`config.mk`:
```
export PLATFORM = sky130hd
export DESIGN_NAME = serial_add_sequencer
export DESIGN_NICKNAME = d
export VERILOG_FILES = /design/src/rtl/serial_alu_pkg.sv /design/src/rtl/serial_fa_cell.sv /design/src/rtl/serial_add_sequencer.sv
export SDC_FILE = /design/constraint.sdc
export NUM_CORES = 1
export LEC_CHECK = 0
export CAP_MARGIN = 20
export CORE_ASPECT_RATIO = 0.5
export CORE_MARGIN = 4
export CORE_UTILIZATION = 52
export CTS_CLUSTER_DIAMETER = 200
export DETAILED_ROUTE_END_ITERATION = 8
export GPL_TIMING_DRIVEN = 0
export PLACE_DENSITY = 0.89
export SETUP_SLACK_MARGIN = 0.1
export SLEW_MARGIN = 20
export SYNTH_ARGS = -nofsm -noshare
export SYNTH_HDL_FRONTEND = slang
export SYNTH_SLANG_ARGS = --single-unit
```
`constraint.sdc`:
```
create_clock -name i_clk -period 2.25 [get_ports i_clk]
set_input_delay 0.45 -clock i_clk [delete_from_list [all_inputs] [get_ports i_clk]]
set_output_delay 0.45 -clock i_clk [all_outputs]
set_load 0.05 [all_outputs]
```
`src/rtl/serial_alu_pkg.sv`:
```
// Shared definitions for the bit-serial adder: FSM state encoding and the default operand width.
package serial_alu_pkg;

  localparam int DEF_WIDTH = 32;

  localparam logic [1:0] ST_IDLE = 2'b00;
  localparam logic [1:0] ST_RUN  = 2'b01;
  localparam logic [1:0] ST_DONE = 2'b10;

  typedef enum logic [1:0] {
    IDLE = ST_IDLE,
    RUN  = ST_RUN,
    DONE = ST_DONE
  } state_t;

endpackage

```
`src/rtl/serial_fa_cell.sv`:
```
// Combinational 1-bit full-adder cell stepped across the operands by serial_add_sequencer.
module serial_fa_cell (
  input  logic i_a,
  input  logic i_b,
  input  logic i_ci,
  output logic o_s,
  output logic o_co
);

  logic w_p;

  assign w_p  = i_a ^ i_b;
  assign o_s  = w_p ^ i_ci;
  assign o_co = (i_a & i_b) | (i_ci & w_p);

endmodule

```
`src/rtl/serial_add_sequencer.sv`:
```
// Bit-serial add/subtract sequencer: one full-adder cell walked LSB-first, one bit per clock.
// Optional macro SERIAL_ADDER_SUB_EN adds the i_sub port (A-B computed as A + ~B + 1).
module serial_add_sequencer
  import serial_alu_pkg::*;
#(
  parameter int WIDTH = DEF_WIDTH
) (
  input  logic             i_clk,
  input  logic             i_rst_n,
  input  logic             i_start,
  input  logic [WIDTH-1:0] i_a,
  input  logic [WIDTH-1:0] i_b,
`ifdef SERIAL_ADDER_SUB_EN
  input  logic             i_sub,
`endif
  output logic             o_busy,
  output logic             o_done,
  output logic [WIDTH-1:0] o_sum,
  output logic             o_co,
  output logic             o_ovf
);

  localparam int CNT_W = (WIDTH > 1) ? $clog2(WIDTH) : 1;

  state_t           r_state;
  state_t           w_state_nxt;
  logic [WIDTH-1:0] r_a_sh;
  logic [WIDTH-1:0] r_b_sh;
  logic [WIDTH-1:0] r_res;
  logic [WIDTH-1:0] r_sum;
  logic [CNT_W-1:0] r_cnt;
  logic             r_carry;
  logic             r_co;
  logic             r_ovf;
  logic             w_sub;
  logic             w_accept;
  logic             w_last;
  logic             w_s;
  logic             w_c;
  logic [WIDTH:0]   w_cat;

`ifdef SERIAL_ADDER_SUB_EN
  assign w_sub = i_sub;
`else
  assign w_sub = 1'b0;
`endif

  assign w_accept = i_start && ((r_state == IDLE) || (r_state == DONE));
  assign w_last   = (r_state == RUN) && (r_cnt == CNT_W'(WIDTH - 1));
  // New sum bit enters at the MSB; after WIDTH shifts bit 0 holds the LSB.
  assign w_cat    = {w_s, r_res};

  serial_fa_cell u_fa (
    .i_a  (r_a_sh[0]),
    .i_b  (r_b_sh[0]),
    .i_ci (r_carry),
    .o_s  (w_s),
    .o_co (w_c)
  );

  always_ff @(posedge i_clk or negedge i_rst_n) begin
    if (!i_rst_n) r_state <= IDLE;
    else          r_state <= w_state_nxt;
  end

  always_comb begin
    w_state_nxt = r_state;
    case (r_state)
      IDLE:    if (i_start) w_state_nxt = RUN;
      RUN:     if (w_last)  w_state_nxt = DONE;
      DONE:    w_state_nxt = i_start ? RUN : IDLE;
      default: w_state_nxt = IDLE;
    endcase
  end

  always_ff @(posedge i_clk or negedge i_rst_n) begin
    if (!i_rst_n) begin
      r_a_sh  <= '0;
      r_b_sh  <= '0;
      r_res   <= '0;
      r_sum   <= '0;
      r_cnt   <= '0;
      r_carry <= 1'b0;
      r_co    <= 1'b0;
      r_ovf   <= 1'b0;
    end else if (w_accept) begin
      r_a_sh  <= i_a;
      r_b_sh  <= w_sub ? ~i_b : i_b;
      r_carry <= w_sub;
      r_res   <= '0;
      r_cnt   <= '0;
    end else if (r_state == RUN) begin
      r_a_sh  <= r_a_sh >> 1;
      r_b_sh  <= r_b_sh >> 1;
      r_carry <= w_c;
      r_res   <= w_cat[WIDTH:1];
      r_cnt   <= r_cnt + CNT_W'(1);
      // r_carry is still the carry into the MSB here, so it feeds the overflow term.
      if (w_last) begin
        r_sum <= w_cat[WIDTH:1];
        r_co  <= w_c;
        r_ovf <= r_carry ^ w_c;
      end
    end
  end

  assign o_busy = (r_state == RUN);
  assign o_done = (r_state == DONE);
  assign o_sum  = r_sum;
  assign o_co   = r_co;
  assign o_ovf  = r_ovf;

endmodule

```
==> results.sh <==
export IMPL_r2r_cells=7
export IMPL_synth_seq_area_share_pct=61.4
export IMPL_hold_violations=0
export IMPL_fin_crit_sh_pct=91.9
export IMPL_syn_to_final_growth_pct=33.5
export IMPL_critPathArrivalTime_ns=1.62
export IMPL_rsz0062_at_grt="false"
export IMPL_drt_total_wl_mm=13.7
export IMPL_netlist_area_sq_um=5590
export IMPL_dp_hpwl_mm=8.69
export IMPL_r2r_start="r_cnt[0]$_DFFE_PN0P_"
export IMPL_maxCapViolCount=0
export IMPL_slew_headroom_pct=66.0
export IMPL_power_density_nw_per_um2=1450
export IMPL_synth_seq_cells=137
export IMPL_worstMarginPinSlew_ns=0.508
export IMPL_cpPeakStageDelay_ns=0.39
export IMPL_reg2reg_to="o_sum[18]$_DFFE_PN0P_"
export IMPL_synth_area_leaders="dfrtp_1, nand2_1, a22o_1"
export IMPL_setup_viol=0
export IMPL_antenna_cells=0
export IMPL_ir_drop_v=0.00107
export IMPL_gp_congestion=0.795
export IMPL_dieArea_sq_um=12600
export IMPL_grt_pass1_wl_mm=22.4
export IMPL_cts_tree="done"
export IMPL_dp_cells=747
export IMPL_pre_cts_ws_ns=-0.165
export IMPL_antenna_found_initial=0
export IMPL_cellLeakagePower_nw=3.40
export IMPL_route_vias_total=4341
export IMPL_crit_path_top_delay_cell="dfrtp_1"
export IMPL_start_kind="flop"
export IMPL_track_usage_pct=22.6
export IMPL_drt_wirelength_per_cell_microns=17.5
export IMPL_fin_area_sq_um=7460
export IMPL_drive_gt1_share_pct=14.8
export IMPL_cts_buffers=17
export IMPL_hold_class="reg -> reg"
export IMPL_fp_dieW_microns=155
export IMPL_synth_fp_nets=574
export IMPL_cts_root_buffer="clkbuf_16"
export IMPL_tns_ns=0
export IMPL_post_layout_nonfiller_instances=784
export IMPL_r2r_slack_ns=0.26
export IMPL_critical_path_class="reg -> out"
export IMPL_yosysUniqueCellTypes=31
export IMPL_p_int_mw=6.80
export IMPL_syn_inst=504
export IMPL_first_pass_iters=5
export IMPL_core_rowCount=26
export IMPL_setup_ws_ns=0.181
export IMPL_cp_end_kind="primary output"
export IMPL_final_max_slew_viol_count=0
export IMPL_grt_start_max_net_pins=91
export IMPL_fin_nets=701
export IMPL_yosysMostFrequentCell="dfrtp_1"
export IMPL_placed_cell_area_sq_um=6810
export IMPL_detail_route_antenna_nets=0
export IMPL_synth_top_area_cell="dfrtp_1"
export IMPL_synth_edf_count=0
export IMPL_final_util_pct=72.1
export IMPL_timing_critical_path_from="r_state[1]$_DFFE_PN0P_"
export IMPL_synthArstFlopShare_pct=100
export IMPL_status="finished clean"
export IMPL_synth_common_cells="dfrtp_1, nand2_1, a31oi_1, nor2_1, a22o_1"
export IMPL_clk_latency_ns=0.42
export IMPL_power_frac_seq_pct=39.4
export IMPL_post_synth_cell_area_avg_sq_um=11.1
export IMPL_min_period_ns=2.07
export IMPL_cp_max_fo=10
export IMPL_drc_errors=0
export IMPL_drtIter0Drc=368
export IMPL_fp_dieH_microns=81.3
export IMPL_htreeDepth=4
export IMPL_grt_overflow=0
export IMPL_start_util_pct=54.0
export IMPL_clkPwrFrac_pct=25.5
export IMPL_skew_ns=0.0100
export IMPL_ys_flop_type="dfrtp_1"
export IMPL_clk_pin_slew_ns=0.06
export IMPL_fmax_mhz=483
export IMPL_p_sw_mw=4.03
export IMPL_synth_top_area_share_pct=61.4
export IMPL_cp_common_cell="buf_6"
export IMPL_grt_pass1_vias=4415
export IMPL_cp_required_ns=1.80
export IMPL_switching_share_pct=37.2
export IMPL_worstPathCellList="nand2b_2 -> clkinv_4 -> buf_6 -> buf_6 -> buf_6"
export IMPL_routed_via_density=5.54
export IMPL_ys_warn_count=0
export IMPL_comb_power_share_pct=35.1
export IMPL_ios=103
export IMPL_clock_path_buffers=2
export IMPL_cts_sinks=137
export IMPL_endpoint="o_busy"
export IMPL_io_buffers=102
export IMPL_core_sq_um=10300
-- sequential cells by signal, indices dropped and copies added (netlist names) --
register  flops
r_b_sh       32
o_ovf         1
o_sum        32
o_co          1
r_a_sh       32
r_state       2
r_cnt         5
r_res        31
r_carry       1
-- cell families (layout without fill, tap and decap cells) --
family          after synthesis  in the layout  share of synthesized area, %
flops                       137            137                          61.4
mux                          34             34                          6.81
buf+inv                      43            183                          4.14
compound gates              103            103                          13.5
xor+xnor                      1              1                         0.157
fa+ha+maj                     3              3                         0.806
simple gates                183            183                          13.2
-- layout by cell type, fill, tap and decap left out, types with 2 or more instances in the layout --
master             n
a221o_1            2
a22o_1            34
a22oi_1           13
a31oi_1           47
buf_2             27
buf_4              6
buf_6              6
bufinv_16          2
clkbuf_1           5
clkbuf_16         17
clkdlybuf4s50_1   99
clkinv_2           2
clkinv_4           5
clkinvlp_4         3
dfrtp_1          137
ha_1               2
inv_1              4
inv_6              2
mux2_1            13
mux2_2            19
mux2i_1            2
nand2_1          112
nand3_1           14
nor2_1            47
nor3_1             2
o21ai_0            5
o2bb2ai_1          2
-- power groups by stage --
stage / combinational [mW] / sequential (mW) / clock (mW)
finish: 3.80 / 4.26 / 2.76
global route: 4.15 / 4.38 / 2.89
CTS: 3.80 / 4.25 / 2.78
detailed placement: 3.71 / 4.23 / 0
global placement: 3.57 / 4.20 / 0
floorplan: 1.85 / 4.83 / 0
-- stage by stage --
stage                     hold WS (ns)  power (mW)
final                            0.491        10.8
after global routing             0.500        11.4
after CTS                        0.497        10.8
after detailed placement         0.369        7.94
after global placement           0.455        7.76
after floorplan                  0.154        6.68
-- final cells by class --
| cell class | count | area, sq um |
|---|---|---|
| timing repair buffer | 108 | 1090 |
| clock inverter | 13 | 145 |
| sequential | 137 | 3430 |
| fill | 693 | 2890 |
| inverter | 5 | 23.8 |
| buffer | 38 | 221 |
| tap | 140 | 175 |
| multi-input combinational | 324 | 1930 |
| clock buffer | 19 | 443 |
-- worst max-delay path, delay by kind of cell, from the launching register on --
family | cells | cell delay (ns)
buffers and inverters | 4 | 0.56
flip-flops | 1 | 0.39
AND/OR/NAND/NOR | 1 | 0.25
-- layer usage --
layer  wire (microns)  vias to the layer above  track usage (%)
met5                0                        -                0
met4              228                        0             7.31
met3              624                       26             4.26
met2             6980                      148             39.6
met1             5860                     2146             29.2
li1                 -                     2021                -
-- worst min-delay path by stage --
stage / start / endpoint / slack, ns / cells after the start
final: o_sum[30]$_DFFE_PN0P_ / o_sum[30]$_DFFE_PN0P_ / 0.49 / 1
after global routing: o_sum[25]$_DFFE_PN0P_ / o_sum[25]$_DFFE_PN0P_ / 0.50 / 1
after CTS: o_sum[29]$_DFFE_PN0P_ / o_sum[29]$_DFFE_PN0P_ / 0.50 / 1
after detailed placement: i_rst_n / o_sum[25]$_DFFE_PN0P_ / 0.37 / 1
after global placement: r_cnt[3]$_DFFE_PN0P_ / r_cnt[3]$_DFFE_PN0P_ / 0.46 / 1
after floorplan: i_rst_n / o_co$_DFFE_PN0P_ / 0.15 / 0
-- what timing repair did --
| item | CTS | global route |
|---|---|---|
| setup buffers | 0 | 4 |
| resized for setup | 11 | 2 |
| hold buffers | 1 | 0 |
| setup endpoints to repair | 2 | 2 |
| endpoints found under the hold margin | 47 | 0 |
No activity file was read; power rests on OpenSTA's default activity.
